**config.mk**
```make
export PLATFORM = sky130hd
export DESIGN_NAME = vlsu_shf_cmt_sched_flat
export DESIGN_NICKNAME = d
export VERILOG_FILES = /design/src/rtl/vlsu_shf_cmt_sched_if.sv /design/src/rtl/vlsu_shf_cmt_sched.sv /design/src/flat_wrapper.sv
export SDC_FILE = /design/constraint.sdc
export NUM_CORES = 1
export LEC_CHECK = 0
export ABC_CLOCK_PERIOD_IN_PS = 6450
export BUFFER_PORTS_ARGS = -buffer_cell sky130_fd_sc_hd__buf_2
export CAP_MARGIN = 30
export CELL_PAD_IN_SITES_DETAIL_PLACEMENT = 2
export CELL_PAD_IN_SITES_GLOBAL_PLACEMENT = 2
export CORE_ASPECT_RATIO = 0.8
export CORE_MARGIN = 2
export CORE_UTILIZATION = 41
export CTS_BUF_LIST = sky130_fd_sc_hd__clkbuf_4
export CTS_CLUSTER_SIZE = 8
export DETAILED_ROUTE_END_ITERATION = 16
export HOLD_SLACK_MARGIN = 0.05
export PLACE_DENSITY = 0.93
export SYNTH_ARGS = -nofsm -noshare
export SYNTH_HDL_FRONTEND = slang
export SYNTH_SLANG_ARGS = --single-unit
```
**constraint.sdc**
```tcl
create_clock -name clk_i -period 6.45 [get_ports clk_i]
set_input_delay 0.3225 -clock clk_i [delete_from_list [all_inputs] [get_ports clk_i]]
set_output_delay 0.3225 -clock clk_i [all_outputs]
set_load 0.03 [all_outputs]
```
**src/rtl/vlsu_shf_cmt_sched_if.sv**
```systemverilog
// Request/descriptor/completion bus of the deshuffle commit scheduler, plus the shared descriptor type.
// All three channels use valid/ready: a beat transfers on a cycle where valid and ready are both high,
// and a source holds valid and payload stable until that cycle; cmt_fire_i is a bare pulse with no ready.
package vlsu_shf_cmt_pkg;
  localparam int unsigned ReqIdBits = 4;
  localparam int unsigned VlBits    = 16;

  typedef struct packed {
    logic [ReqIdBits-1:0] req_id;
    logic [1:0]           mode;
    logic [1:0]           sew;
    logic [4:0]           vd;
    logic [VlBits-1:0]    vstart;
    logic [VlBits-1:0]    vl;
    logic                 vm;
    logic [VlBits-1:0]    cmt_cnt;
  } meta_glb_t;
endpackage

interface vlsu_shf_cmt_sched_if;
  logic                                      req_valid_i;
  logic                                      req_ready_o;
  vlsu_shf_cmt_pkg::meta_glb_t               req_i;
  logic                                      meta_valid_o;
  logic                                      meta_ready_i;
  vlsu_shf_cmt_pkg::meta_glb_t               meta_o;
  logic                                      cmt_fire_i;
  logic                                      done_valid_o;
  logic                                      done_ready_i;
  logic [vlsu_shf_cmt_pkg::ReqIdBits-1:0]    done_reqid_o;

  modport master (
    output req_valid_i, req_i, meta_ready_i, cmt_fire_i, done_ready_i,
    input  req_ready_o, meta_valid_o, meta_o, done_valid_o, done_reqid_o
  );

  modport slave (
    input  req_valid_i, req_i, meta_ready_i, cmt_fire_i, done_ready_i,
    output req_ready_o, meta_valid_o, meta_o, done_valid_o, done_reqid_o
  );
endinterface

```
**src/rtl/vlsu_shf_cmt_sched.sv**
```systemverilog
// Load-side commit scheduler: registers each request with its commit count, issues descriptors under
// a credit limit, attributes commit pulses to the oldest tracked request and retires in order.
module vlsu_shf_cmt_sched
  import vlsu_shf_cmt_pkg::*;
#(
  parameter int unsigned NrLanes     = 4,
  parameter int unsigned DLEN        = 64,
  parameter int unsigned MaxInflight = 4
) (
  input  logic                 clk_i,
  input  logic                 rst_ni,
  vlsu_shf_cmt_sched_if.slave  bus,
  output logic                 busy_o,
  output logic                 err_o
);
  localparam int unsigned LogEpc0 = $clog2(NrLanes * DLEN / 8);
  localparam int unsigned PtrW    = $clog2(MaxInflight);
  localparam int unsigned CredW   = PtrW + 1;
  typedef logic [PtrW:0] ptr_t;

  logic                 s0_valid_q, s0_valid_d, s0_zero_q, s0_zero_d;
  meta_glb_t            s0_meta_q, s0_meta_d;
  logic [CredW-1:0]     cred_q, cred_d;
  logic [ReqIdBits-1:0] trk_id_q   [MaxInflight];
  logic [ReqIdBits-1:0] trk_id_d   [MaxInflight];
  logic [VlBits-1:0]    trk_rem_q  [MaxInflight];
  logic [VlBits-1:0]    trk_rem_d  [MaxInflight];
  logic                 trk_zero_q [MaxInflight];
  logic                 trk_zero_d [MaxInflight];
  ptr_t                 trk_wr_q, trk_wr_d, trk_rd_q, trk_rd_d;
  logic [ReqIdBits-1:0] dn_id_q    [MaxInflight];
  logic [ReqIdBits-1:0] dn_id_d    [MaxInflight];
  ptr_t                 dn_wr_q, dn_wr_d, dn_rd_q, dn_rd_d;
  logic                 err_q, err_d;

  logic [4:0]           shamt;
  logic [VlBits-1:0]    first_idx, last_idx;
  logic                 req_zero, req_fire, cred_ok, s0_leave;
  meta_glb_t            req_calc;
  logic [PtrW-1:0]      trk_head, trk_tail, dn_head, dn_tail;
  logic                 trk_empty, dn_empty, h_zero, trk_retire, trk_dec, done_pop;
  logic [VlBits-1:0]    h_rem;

  // Elements per commit is a power of two, so the commit index is a plain right shift.
  always_comb begin
    shamt     = 5'(LogEpc0) - 5'(bus.req_i.sew);
    first_idx = bus.req_i.vstart >> shamt;
    last_idx  = (bus.req_i.vl - VlBits'(1)) >> shamt;
    req_zero  = bus.req_i.vl <= bus.req_i.vstart;
    req_calc  = bus.req_i;
    req_calc.cmt_cnt = req_zero ? '0 : last_idx - first_idx;
  end

  assign cred_ok          = cred_q != '0;
  assign s0_leave         = s0_valid_q & cred_ok & (s0_zero_q | bus.meta_ready_i);
  assign bus.meta_valid_o = s0_valid_q & ~s0_zero_q & cred_ok;
  assign bus.meta_o       = s0_meta_q;
  assign bus.req_ready_o  = ~s0_valid_q | s0_leave;
  assign req_fire         = bus.req_valid_i & bus.req_ready_o;

  assign trk_head   = trk_rd_q[PtrW-1:0];
  assign trk_tail   = trk_wr_q[PtrW-1:0];
  assign trk_empty  = trk_wr_q == trk_rd_q;
  assign h_zero     = trk_zero_q[trk_head];
  assign h_rem      = trk_rem_q[trk_head];
  // A pulse only counts against a non-zero head; zero heads retire on their own.
  assign trk_retire = ~trk_empty & (h_zero | (bus.cmt_fire_i & (h_rem == '0)));
  assign trk_dec    = ~trk_empty & ~h_zero & bus.cmt_fire_i & (h_rem != '0);

  assign dn_head          = dn_rd_q[PtrW-1:0];
  assign dn_tail          = dn_wr_q[PtrW-1:0];
  assign dn_empty         = dn_wr_q == dn_rd_q;
  assign bus.done_valid_o = ~dn_empty;
  assign bus.done_reqid_o = dn_id_q[dn_head];
  assign done_pop         = ~dn_empty & bus.done_ready_i;

  assign busy_o = s0_valid_q | ~trk_empty | ~dn_empty;
  assign err_o  = err_q;

  always_comb begin
    s0_valid_d = s0_valid_q;
    s0_zero_d  = s0_zero_q;
    s0_meta_d  = s0_meta_q;
    if (s0_leave) s0_valid_d = 1'b0;
    if (req_fire) begin
      s0_valid_d = 1'b1;
      s0_zero_d  = req_zero;
      s0_meta_d  = req_calc;
    end
    cred_d = cred_q - CredW'(s0_leave) + CredW'(done_pop);
    err_d  = err_q | (bus.cmt_fire_i & (trk_empty | h_zero));
  end

  always_comb begin
    trk_id_d   = trk_id_q;
    trk_rem_d  = trk_rem_q;
    trk_zero_d = trk_zero_q;
    trk_wr_d   = trk_wr_q;
    trk_rd_d   = trk_rd_q;
    if (trk_dec)    trk_rem_d[trk_head] = h_rem - VlBits'(1);
    if (trk_retire) trk_rd_d = trk_rd_q + ptr_t'(1);
    if (s0_leave) begin
      trk_id_d[trk_tail]   = s0_meta_q.req_id;
      trk_rem_d[trk_tail]  = s0_meta_q.cmt_cnt;
      trk_zero_d[trk_tail] = s0_zero_q;
      trk_wr_d             = trk_wr_q + ptr_t'(1);
    end
  end

  always_comb begin
    dn_id_d = dn_id_q;
    dn_wr_d = dn_wr_q;
    dn_rd_d = dn_rd_q;
    if (done_pop) dn_rd_d = dn_rd_q + ptr_t'(1);
    if (trk_retire) begin
      dn_id_d[dn_tail] = trk_id_q[trk_head];
      dn_wr_d          = dn_wr_q + ptr_t'(1);
    end
  end

  always_ff @(posedge clk_i or negedge rst_ni) begin
    if (!rst_ni) begin
      s0_valid_q <= 1'b0;
      s0_zero_q  <= 1'b0;
      s0_meta_q  <= '0;
      cred_q     <= CredW'(MaxInflight);
      err_q      <= 1'b0;
      trk_wr_q   <= '0;
      trk_rd_q   <= '0;
      dn_wr_q    <= '0;
      dn_rd_q    <= '0;
      for (int i = 0; i < MaxInflight; i++) begin
        trk_id_q[i]   <= '0;
        trk_rem_q[i]  <= '0;
        trk_zero_q[i] <= 1'b0;
        dn_id_q[i]    <= '0;
      end
    end else begin
      s0_valid_q <= s0_valid_d;
      s0_zero_q  <= s0_zero_d;
      s0_meta_q  <= s0_meta_d;
      cred_q     <= cred_d;
      err_q      <= err_d;
      trk_wr_q   <= trk_wr_d;
      trk_rd_q   <= trk_rd_d;
      dn_wr_q    <= dn_wr_d;
      dn_rd_q    <= dn_rd_d;
      trk_id_q   <= trk_id_d;
      trk_rem_q  <= trk_rem_d;
      trk_zero_q <= trk_zero_d;
      dn_id_q    <= dn_id_d;
    end
  end
endmodule
```
**src/flat_wrapper.sv**
```systemverilog
// flat-port wrapper written by rule: the top's interface ports become plain ports
module vlsu_shf_cmt_sched_flat import vlsu_shf_cmt_pkg::*;
#(
  parameter int unsigned NrLanes     = 4,
  parameter int unsigned DLEN        = 64,
  parameter int unsigned MaxInflight = 4
)
  (clk_i, rst_ni, busy_o, err_o, bus_req_valid_i, bus_req_i, bus_meta_ready_i, bus_cmt_fire_i, bus_done_ready_i, bus_req_ready_o, bus_meta_valid_o, bus_meta_o, bus_done_valid_o, bus_done_reqid_o);
  vlsu_shf_cmt_sched_if bus_i ();
  input  logic clk_i;
  input  logic rst_ni;
  output logic busy_o;
  output logic err_o;
  input wire logic [$bits(bus_i.req_valid_i)-1:0] bus_req_valid_i;
  input wire logic [$bits(bus_i.req_i)-1:0] bus_req_i;
  input wire logic [$bits(bus_i.meta_ready_i)-1:0] bus_meta_ready_i;
  input wire logic [$bits(bus_i.cmt_fire_i)-1:0] bus_cmt_fire_i;
  input wire logic [$bits(bus_i.done_ready_i)-1:0] bus_done_ready_i;
  output wire logic [$bits(bus_i.req_ready_o)-1:0] bus_req_ready_o;
  output wire logic [$bits(bus_i.meta_valid_o)-1:0] bus_meta_valid_o;
  output wire logic [$bits(bus_i.meta_o)-1:0] bus_meta_o;
  output wire logic [$bits(bus_i.done_valid_o)-1:0] bus_done_valid_o;
  output wire logic [$bits(bus_i.done_reqid_o)-1:0] bus_done_reqid_o;
  assign bus_i.req_valid_i = bus_req_valid_i;
  assign bus_i.req_i = bus_req_i;
  assign bus_i.meta_ready_i = bus_meta_ready_i;
  assign bus_i.cmt_fire_i = bus_cmt_fire_i;
  assign bus_i.done_ready_i = bus_done_ready_i;
  assign bus_req_ready_o = bus_i.req_ready_o;
  assign bus_meta_valid_o = bus_i.meta_valid_o;
  assign bus_meta_o = bus_i.meta_o;
  assign bus_done_valid_o = bus_i.done_valid_o;
  assign bus_done_reqid_o = bus_i.done_reqid_o;
  vlsu_shf_cmt_sched #(.NrLanes(NrLanes), .DLEN(DLEN), .MaxInflight(MaxInflight)) u_core (.clk_i(clk_i), .rst_ni(rst_ni), .bus(bus_i), .busy_o(busy_o), .err_o(err_o));
endmodule
```
==> results.md, run 1 <==
Run status:
- The run finished with clean final reports.

Power:
- VDD sags by at most 0.178 mV.
- The leakage component of the power is 5.58 nW.
- The total power is 5.86 mW.
- In this run the power density over the cells is approximately 490 mW/mm².

Worst hold path:
- In this run the worst hold path is classified as in -> reg.
- The startpoint of the most critical hold path is bus_done_ready_i.
- The worst hold path was traced through 3 stages.
- The worst min-delay path endpoint is u_core.dn_rd_q[0].

Detailed routing:
- Once detail routing completed, the nets flagged for antenna violations numbered 0.
- The aggregate routed wire length is 45200 µm.
- For this run, the detailed router's first-pass iteration total came to 5.
- The number of remaining DRC errors is 0.
- After the first detailed-routing iteration, the DRC count stood at 769.
- The routed via count is ~9400.
- The mean number of vias per cell is about 6.2.
- In the final routed layout, each cell accounts on average for between 20 and 30 µm.

Logic synthesis:
- The number of nets in the synthesized netlist is 1156.
- The cell area that synthesis handed to floorplanning was 0.0104 mm².
- The most used flip-flop cell after synthesis is sky130_fd_sc_hd__dfrtp_1.
- The synthesized instance count is about 1000.
- The portion of the post-synthesis area used by sequential elements is 0.434.
- The number of warnings reported in the yosys synthesis log is 0.
- Counting flops with a built-in enable in the synthesized netlist gives 0.
- The number of flip-flops and latches in the synthesized netlist is 180.
- Synthesis instantiated 65 different standard cells from the library.
- Averaged over all synthesized cells, the footprint is 9.99 µm².
- The share of synthesized registers carrying an async set or reset is 1.00.

Clock network:
- The number of setup buffers added after CTS is 0.
- TritonCTS built the clock tree.
- The H-tree generated during clock tree synthesis spans 4 levels.
- CTS placed an instance of sky130_fd_sc_hd__clkbuf_4 at the clock tree root.
- After clock tree synthesis, the clock-pin slew on the worst setup and hold paths is 0.21 ns.
- Clock tree synthesis found a total of 180 sinks.
- The later-pin clock latency in the skew report is about 0.7 ns.
- The number of clock buffers added by TritonCTS is 17.
- The number of buffers between clock root and the deepest sink is 2.

STA:
- The final hold violation count is 0.
- The share of the cycle needed by the critical path after routing is 0.813.
- Counting I/O delays and the setup requirement, the final critical path takes 5.24 ns.
- For the pin with the worst max-slew slack, the measured transition is 1.02 ns.
- The setup skew after layout is 0.0537 ns.
- The total negative slack is 0 ns.
- Setup violations remaining at the end of the flow were counted as 0.
- The achievable clock frequency is 0.191 GHz.
- The headroom to the max-slew limit is 0.320.
- Setup repair after global routing left no endpoint under its margin.
- The number of slew-limit violations in the final report is 0.

GRT:
- The via count of the first global-routing pass is 11000.
- The initial antenna violation count is 2.
- The pin count of the biggest net entering global routing is about 80.
- In the global route stage, overall resource usage came out at 0.348.
- Global routing finished with a remaining overflow of 0.
- The first global-routing pass estimated 69100 µm of wire.

Place:
- The instance area at placement is 0.0113 mm².
- The total instance count after detailed placement is 1444.
- The sum of net half-perimeters after detailed placement is around 26000 µm.
- Routability-driven placement finished with a final weighted congestion of approximately 0.8.
- The number of port buffers is 122.

Worst setup path:
- The signal on the critical path passes through dlygate4sd3_1, buf_2, nor4_1, nand4b_1, or3_1, nor2_1, xnor2_1, a31oi_1, mux2i_1, ha_1, nand2_1, a2bb2oi_1, nand2_1, o221ai_1, a21boi_0, or3_1, a32o_1.
- The type of element launching the critical path is an input pin.
- On the critical path the largest part of the delay comes from simple AND/OR/NAND/NOR gates.
- The arrival time of data at the critical path endpoint is slightly below 6 ns.
- The slack of the worst reg-to-reg path is approximately 2.8 ns.
- The path type of the worst setup path is in -> reg.
- The worst setup path is captured at a flop.
- Together, buffers and inverters on the worst path number 2.
- The worst flop-to-flop path startpoint is u_core.trk_rd_q[0].
- Along the worst path, the maximum fanout reaches 6.
- The number of cell instances on the worst register-to-register path is 9.
- The slowest stage of the critical path belongs to the cell sky130_fd_sc_hd__nor4_1.
- On the worst path, the slowest cell contributes a delay of 0.69 ns.
- The data required time of the worst path is 7.02 ns.
- The worst reg2reg path endpoint is u_core.dn_id_q[0].

Cells and area:
- The most frequent standard cell in the layout excluding fill and tap cells is sky130_fd_sc_hd__nand2_1.
- Leaving out fill and tap cells, the most frequent cells in the layout are 182 x sky130_fd_sc_hd__nand2_1, 179 x sky130_fd_sc_hd__dfrtp_1, 121 x sky130_fd_sc_hd__buf_2.
- The final layout contains ~1300 nets.
- The non-filler instance count after layout is 1517.
- The final instance area is 0.0119 mm².
- The share of post-route cells with drive strength above 1 is 0.214.
- The utilization of the core after routing is 0.476.
- Fill cells in the final layout number roughly 2600.
- The area growth from synthesis to layout is 15.0%.

Floorplan:
- Measured along the y axis, the die boundary spans 146 µm.
- In this run the standard cell core region covers roughly 0.025 mm².
- The area of the die is 0.0266 mm².
- In this run the core area contains 52 standard-cell rows.
- The number of primary I/O pins is about 140.
- For this configuration, the core starts out at a cell density of 0.414.
- Measured along the x axis, the die boundary spans 182 µm.

Job:
- The max capacitance violation total is 0.
==> how the worst max path moves through the flow <==
stage                  start                    end  slack, ns  cells after the start
3_5_place_dp   bus_req_i[17]  u_core.bus.meta_o[12]       1.78                     15
5_1_grt        bus_req_i[20]  u_core.bus.meta_o[12]       1.00                     17
2_1_floorplan  bus_req_i[17]  u_core.bus.meta_o[12]       2.80                     15
3_3_place_gp   bus_req_i[17]  u_core.bus.meta_o[12]       2.11                     16
6_report       bus_req_i[20]  u_core.bus.meta_o[12]       1.21                     17
4_1_cts        bus_req_i[20]  u_core.bus.meta_o[12]       1.81                     16
==> cells in the mapped netlist (6+ instances only) <==
cell type                  instances  area share
sky130_fd_sc_hd__nand2_1         183       0.066
sky130_fd_sc_hd__nor2_1           55       0.020
sky130_fd_sc_hd__xnor2_1          32       0.027
sky130_fd_sc_hd__nand3_1          31       0.015
sky130_fd_sc_hd__nor3_1            6      0.0029
sky130_fd_sc_hd__dfrtp_1         179        0.43
sky130_fd_sc_hd__buf_2            10      0.0048
sky130_fd_sc_hd__inv_1            52       0.019
sky130_fd_sc_hd__o21ai_0          56       0.027
sky130_fd_sc_hd__xor2_1           11      0.0093
sky130_fd_sc_hd__mux2_2           33       0.036
sky130_fd_sc_hd__ha_1             46       0.055
sky130_fd_sc_hd__mux2i_1          30       0.029
sky130_fd_sc_hd__nor2b_1          11      0.0066
sky130_fd_sc_hd__nand2b_1         12      0.0072
sky130_fd_sc_hd__clkbuf_1         40       0.014
sky130_fd_sc_hd__a31oi_1           6      0.0036
sky130_fd_sc_hd__a22o_1           11      0.0093
sky130_fd_sc_hd__nand4_1          10      0.0060
sky130_fd_sc_hd__a21oi_1          44       0.021
sky130_fd_sc_hd__a21o_1            8      0.0058
sky130_fd_sc_hd__o211ai_1         24       0.017
sky130_fd_sc_hd__mux4_2           32       0.069
sky130_fd_sc_hd__mux2_1           12       0.013
sky130_fd_sc_hd__o21ai_1          23       0.011
==> area by class of cell <==
type / count / area [µm²] / area share
multi-input cells: 751 / 5440 / 0.455
diodes: 1 / 2.50 / 0.000209
clock buffers: 18 / 135 / 0.0113
flip-flops and latches: 180 / 4510 / 0.377
clock inverters: 12 / 93.8 / 0.00786
well taps: 324 / 405 / 0.0339
repair buffers: 179 / 1170 / 0.0979
inverters: 52 / 195 / 0.0163
==> report_power, final <==
part	internal [mW]	total (mW)	switching [mW]
registers	1.55	1.97	0.426
logic	1.14	3.24	2.10
clock network	0.161	0.644	0.483
total	2.84	5.86	3.01
==> registers in the layout, summed over array words and instances, names as in the netlist <==
signal / cells
u_core.trk_rd_q: 3
u_core.trk_id_q: 16
u_core.s0_zero_q: 1
u_core.trk_rem_q: 64
u_core.cred_q: 3
u_core.dn_wr_q: 3
u_core.err_o: 1
u_core.bus.meta_o: 62
u_core.s0_valid_q: 1
u_core.trk_zero_q: 4
u_core.dn_id_q: 16
u_core.trk_wr_q: 3
u_core.dn_rd_q: 3
==> per-layer routing <==
layer / GRT usage / wire [µm] / vias up
li1: - / - / 3923
met1: 0.396 / 17100 / 4866
met2: 0.603 / 22800 / 434
met3: 0.0758 / 2550 / 195
met4: 0.210 / 2760 / 2
met5: 0 / 13 / -
==> worst min-delay path, stage by stage <==
cell	delay [ns]
sky130_fd_sc_hd__buf_2	0.08
sky130_fd_sc_hd__and2_1	0.24
sky130_fd_sc_hd__xor2_1	0.11
==> metrics by stage <==
stage	hold slack, ns	setup slack, ns
2_1_floorplan	0.0269	2.80
3_3_place_gp	0.396	2.11
3_5_place_dp	0.394	1.78
4_1_cts	0.0593	1.81
5_1_grt	0.0655	1.00
6_report	0.0664	1.21
==> logic make-up (layout without fill, tap and decap cells) <==
group           after synthesis  in the layout  synth area share
compound gates              209            209             0.126
flops                       180            180             0.434
mux                         107            107             0.147
fa+ha+maj                    48             48            0.0593
xor+xnor                     45             45            0.0394
simple gates                342            342             0.151
other cells                   0              1                 0
buf+inv                     109            261            0.0440
==> what timing repair did <==
action | 4_1_cts | 5_1_grt
hold endpoints to repair | 107 | 0
hold buffers | 42 | 0
gates resized for setup | 0 | 0
Note: power is estimated with default switching activity, not from simulation.
==> run 2: changes to the inputs <==
--- a/config.mk
+++ b/config.mk
@@ -5,19 +5,19 @@
 export SDC_FILE = /design/constraint.sdc
 export NUM_CORES = 1
 export LEC_CHECK = 0
-export ABC_CLOCK_PERIOD_IN_PS = 6450
+export ABC_CLOCK_PERIOD_IN_PS = 4400
 export BUFFER_PORTS_ARGS = -buffer_cell sky130_fd_sc_hd__buf_2
 export CAP_MARGIN = 30
 export CELL_PAD_IN_SITES_DETAIL_PLACEMENT = 2
 export CELL_PAD_IN_SITES_GLOBAL_PLACEMENT = 2
 export CORE_ASPECT_RATIO = 0.8
 export CORE_MARGIN = 2
-export CORE_UTILIZATION = 41
+export CORE_UTILIZATION = 35
 export CTS_BUF_LIST = sky130_fd_sc_hd__clkbuf_4
 export CTS_CLUSTER_SIZE = 8
 export DETAILED_ROUTE_END_ITERATION = 16
 export HOLD_SLACK_MARGIN = 0.05
-export PLACE_DENSITY = 0.93
+export PLACE_DENSITY = 0.85
 export SYNTH_ARGS = -nofsm -noshare
 export SYNTH_HDL_FRONTEND = slang
 export SYNTH_SLANG_ARGS = --single-unit
==> constraint.sdc (replaced) <==
create_clock -name clk_i -period 4.4 [get_ports clk_i]
set_input_delay 0.22 -clock clk_i [delete_from_list [all_inputs] [get_ports clk_i]]
set_output_delay 0.22 -clock clk_i [all_outputs]
set_load 0.03 [all_outputs]
==> run 2 against run 1 <==
First-iteration DRC count fell by 54%. Largest cell class unchanged. Total power rose by 40%. Setup slack worse by 0.90 ns. Hold slack improved by 0.19 ns. Largest power group unchanged. Global-route usage decreased by 11 points.
==> results.md, run 2 (synthesis gave the netlist of run 1 again) <==
Run status:
- The flow ran to the end, and the final reports show no timing, DRC or antenna violations.

GRT:
- The initial antenna violation count was 1 (-1).
- The pin count of the biggest net entering global routing is 104 (+28%).
- The total congestion overflow came to 0 (unchanged).
- The global-route wire length before repair is 57700 µm (-16%).
- The total track usage was 0.241 (-0.107).
- The via count of the first global-routing pass was 10100 (-8.9%).

STA:
- The headroom to the max-slew limit is 0.396 (+0.0764).
- The share of the cycle needed by the critical path after routing is 0.930.
- The total negative slack is 0 ns (unchanged).
- Setup repair after global routing left no endpoint under its margin.
- The number of setup violations in the final report came to 0 (unchanged).
- The final hold violation count came to 0 (unchanged).
- The worst path in the final design needs a cycle of slightly above 4 ns, including I/O delays and setup.
- For this run, the top clock speed supported by timing is 0.244 GHz.
- The number of slew-limit violations in the final report came to 0 (unchanged).
- The slew at the pin closest to its max-slew limit is 0.906 ns (-0.115 ns).
- The setup skew after layout is 0.0457 ns (-0.00798 ns).

Detailed routing:
- The final routed wire length divided by cell count is 23.0 µm (-23%).
- The mean number of vias per cell came to 5.56 (-11%).
- The number of remaining DRC errors is 0 (unchanged).
- The number of iterations in the first detailed-routing pass came to 4 (-1).
- The aggregate routed wire length came to 36500 µm (-19%).
- The number of DRC markers after the initial detailed-route iteration is 356 (-54%).
- The routed via count is 8808 (-6.5%).
- The remaining antenna violation count after routing was 0 (unchanged).

Worst setup path:
- The worst path buffer plus inverter count was 3 (+1).
- The data required time of the worst path is 4.90 ns (-2.12 ns).
- The path type of the worst setup path is in -> reg.
- On the critical path, the stage with the largest delay is an instance of sky130_fd_sc_hd__dlygate4sd3_1.
- STA classifies the critical path startpoint as an input pin.
- The arrival time of data at the critical path endpoint is 4.59 ns (-1.22 ns).
- The delay of the slowest critical-path stage was 0.53 ns (-0.16 ns).
- The signal on the critical path passes through dlygate4sd3_1, buf_2, nor4_2, buf_4, nand4b_1, or3_1, nor2_1, xnor2_1, a31oi_1, mux2i_1, ha_1, nand2_1, a2bb2oi_1, nand2_1, o221ai_1, a21boi_0, or3_1, a32o_1.
- The biggest fanout along the worst timing path is 5 (-1).
- The family with the most delay on the worst path is simple AND/OR/NAND/NOR gates.
- The most critical setup path has its startpoint at bus_req_i[17].
- STA classifies the critical path endpoint as a flop.
- The worst flop-to-flop path startpoint is u_core.trk_rd_q[0].

Cells and area:
- The layout-stage area growth over the synthesis result is 16.8%.
- The flip-flop count of the largest register after layout is 64 (unchanged).
- In the layout the commonest cells are 182 x sky130_fd_sc_hd__nand2_1, 179 x sky130_fd_sc_hd__dfrtp_1, 121 x sky130_fd_sc_hd__buf_2.
- The register name with the most flops is u_core.trk_rem_q.
- The multi-input logic area is 0.00545 mm² (+0.11%).
- The final-layout fill cell count came to 3176 (+21%).
- The layout net count is 1310 (+1.0%).
- Leaving out fill and tap cells, the most frequent cell in the layout is sky130_fd_sc_hd__nand2_1.
- The share of post-route cells with drive strength above 1 is 0.219 (+0.00480).
- The non-filler instance count after layout is 1585 (+4.5%).
- The register cell area after layout was 0.00451 mm² (unchanged).

Floorplan:
- The die outline width is 197 µm (+8.1%).
- The area of the die is 0.0311 mm² (+17%).
- The number of cell rows is 56 (+7.7%).
- The starting utilization of the core area came to 0.355 (-0.0590).
- The core area is 0.0293 mm² (+17%).
- The chip height is 158 µm (+8.0%).
- The number of primary I/O pins was 139 (unchanged).

Clock network:
- The clock transition at the registers of the reported paths is 0.16 ns (-0.05 ns).
- The number of setup buffers added after CTS is 0 (unchanged).
- The cell at the root of the clock tree is sky130_fd_sc_hd__clkbuf_4.
- The number of buffers between clock root and the deepest sink is 2 (unchanged).
- TritonCTS built the clock tree.
- The count of clock tree sinks was 180 (unchanged).
- The TritonCTS buffer count came to 17 (unchanged).
- The later-pin clock latency in the skew report is 0.62 ns (-0.08 ns).
- The number of H-tree levels came to 4 (unchanged).

Power:
- The total power per unit cell area is 676 mW/mm² (+38%).
- The worst ir drop on vdd is 0.241 mV (+36%).
- The leakage component of the power is 5.63 nW (+0.92%).
- The switching power share of the total is 0.492 (-0.0225).
- The switching power summed over all nets is 4.04 mW (+34%).
- The part of the power in combinational logic is 0.542 (-0.011).
- The share of power burned in registers is 0.348 (+0.011).
- The cell-internal power is 4.17 mW (+47%).
- The clock power share is 0.110 (about the same).

Place:
- The final RePlAce weighted congestion was 0.800 (-1.4%).
- The total instance count after detailed placement is 1504 (+4.2%).
- The sum of net half-perimeters after detailed placement was 24300 µm (-7.0%).
- The number of port buffers is 122 (unchanged).

Worst hold path:
- The min-delay analysis places its worst path in the category in -> async.

Job:
- The max capacitance violation total is 0 (unchanged).
## run 2: cell count changes in the layout (fill, tap and decap cells not counted), moves of 2 or more
cell | before | now
sky130_fd_sc_hd__buf_4 | 14 | 20
sky130_fd_sc_hd__buf_8 | 0 | 2
sky130_fd_sc_hd__clkinvlp_4 | 0 | 3
sky130_fd_sc_hd__dlygate4sd3_1 | 42 | 48
sky130_fd_sc_hd__inv_6 | 7 | 5
## run 2: what timing repair did
action	CTS	global route
gates resized for setup	0	1
hold buffers	48	0
endpoints found under the setup margin	0	1
endpoints found under the hold margin	150	0
## run 2: power groups by stage
stage / Combinational, mW / Sequential (mW) / Clock [mW]
floorplan: 2.88 / 2.96 / 0
global placement: 4.06 / 2.79 / 0
detailed placement: 4.36 / 2.86 / 0
CTS: 4.42 / 2.83 / 0.917
global route: 4.84 / 2.93 / 0.995
finish: 4.45 / 2.85 / 0.902
## run 2: layout make-up
| type | instances | share of cell area |
|---|---|---|
| Clock inverter | 14 | 0.00845 |
| Inverter | 52 | 0.0161 |
| Clock buffer | 18 | 0.0111 |
| Sequential cell | 180 | 0.371 |
| Multi-Input combinational cell | 751 | 0.449 |
| Timing Repair Buffer | 192 | 0.105 |
| Tap cell | 377 | 0.0389 |
| Antenna cell | 1 | 0.000206 |
## run 2: worst paths after layout
kind / cells past startpoint / to / slack [ns]
setup / recovery: 18 / u_core.bus.meta_o[12] / 0.31
hold reg to reg: 2 / u_core.trk_id_q[3] / 0.50
hold / removal: 2 / u_core.trk_rem_q[53] / 0.25
max in group asynchronous: 3 / u_core.bus.meta_o[7] / 3.04
setup reg to reg: 11 / u_core.dn_id_q[1] / 0.53
min in group clk_i: 4 / u_core.trk_wr_q[0] / 0.30
## run 2: metrics by stage
| stage | utilization | hold slack [ns] | power, mW | setup WS [ns] | instance area [µm²] |
|---|---|---|---|---|---|
| finish | 0.414 | 0.253 | 8.21 | 0.310 | 12100 |
| CTS | 0.414 | 0.254 | 8.17 | 0.366 | 12100 |
| global placement | 0.389 | 0.397 | 6.85 | 0.414 | 11400 |
| detailed placement | 0.390 | 0.391 | 7.22 | 0.273 | 11400 |
| floorplan | - | -0.0756 | 5.84 | 0.850 | 10400 |
| global route | 0.414 | 0.272 | 8.76 | 0.0315 | 12100 |
## run 2: metal layers
metal	GRT usage	vias to the layer above	share of wire
met5	0	-	0
li1	-	3954	-
met2	0.437	192	0.52
met1	0.295	4607	0.43
met4	0.0644	0	0.015
met3	0.0456	55	0.036
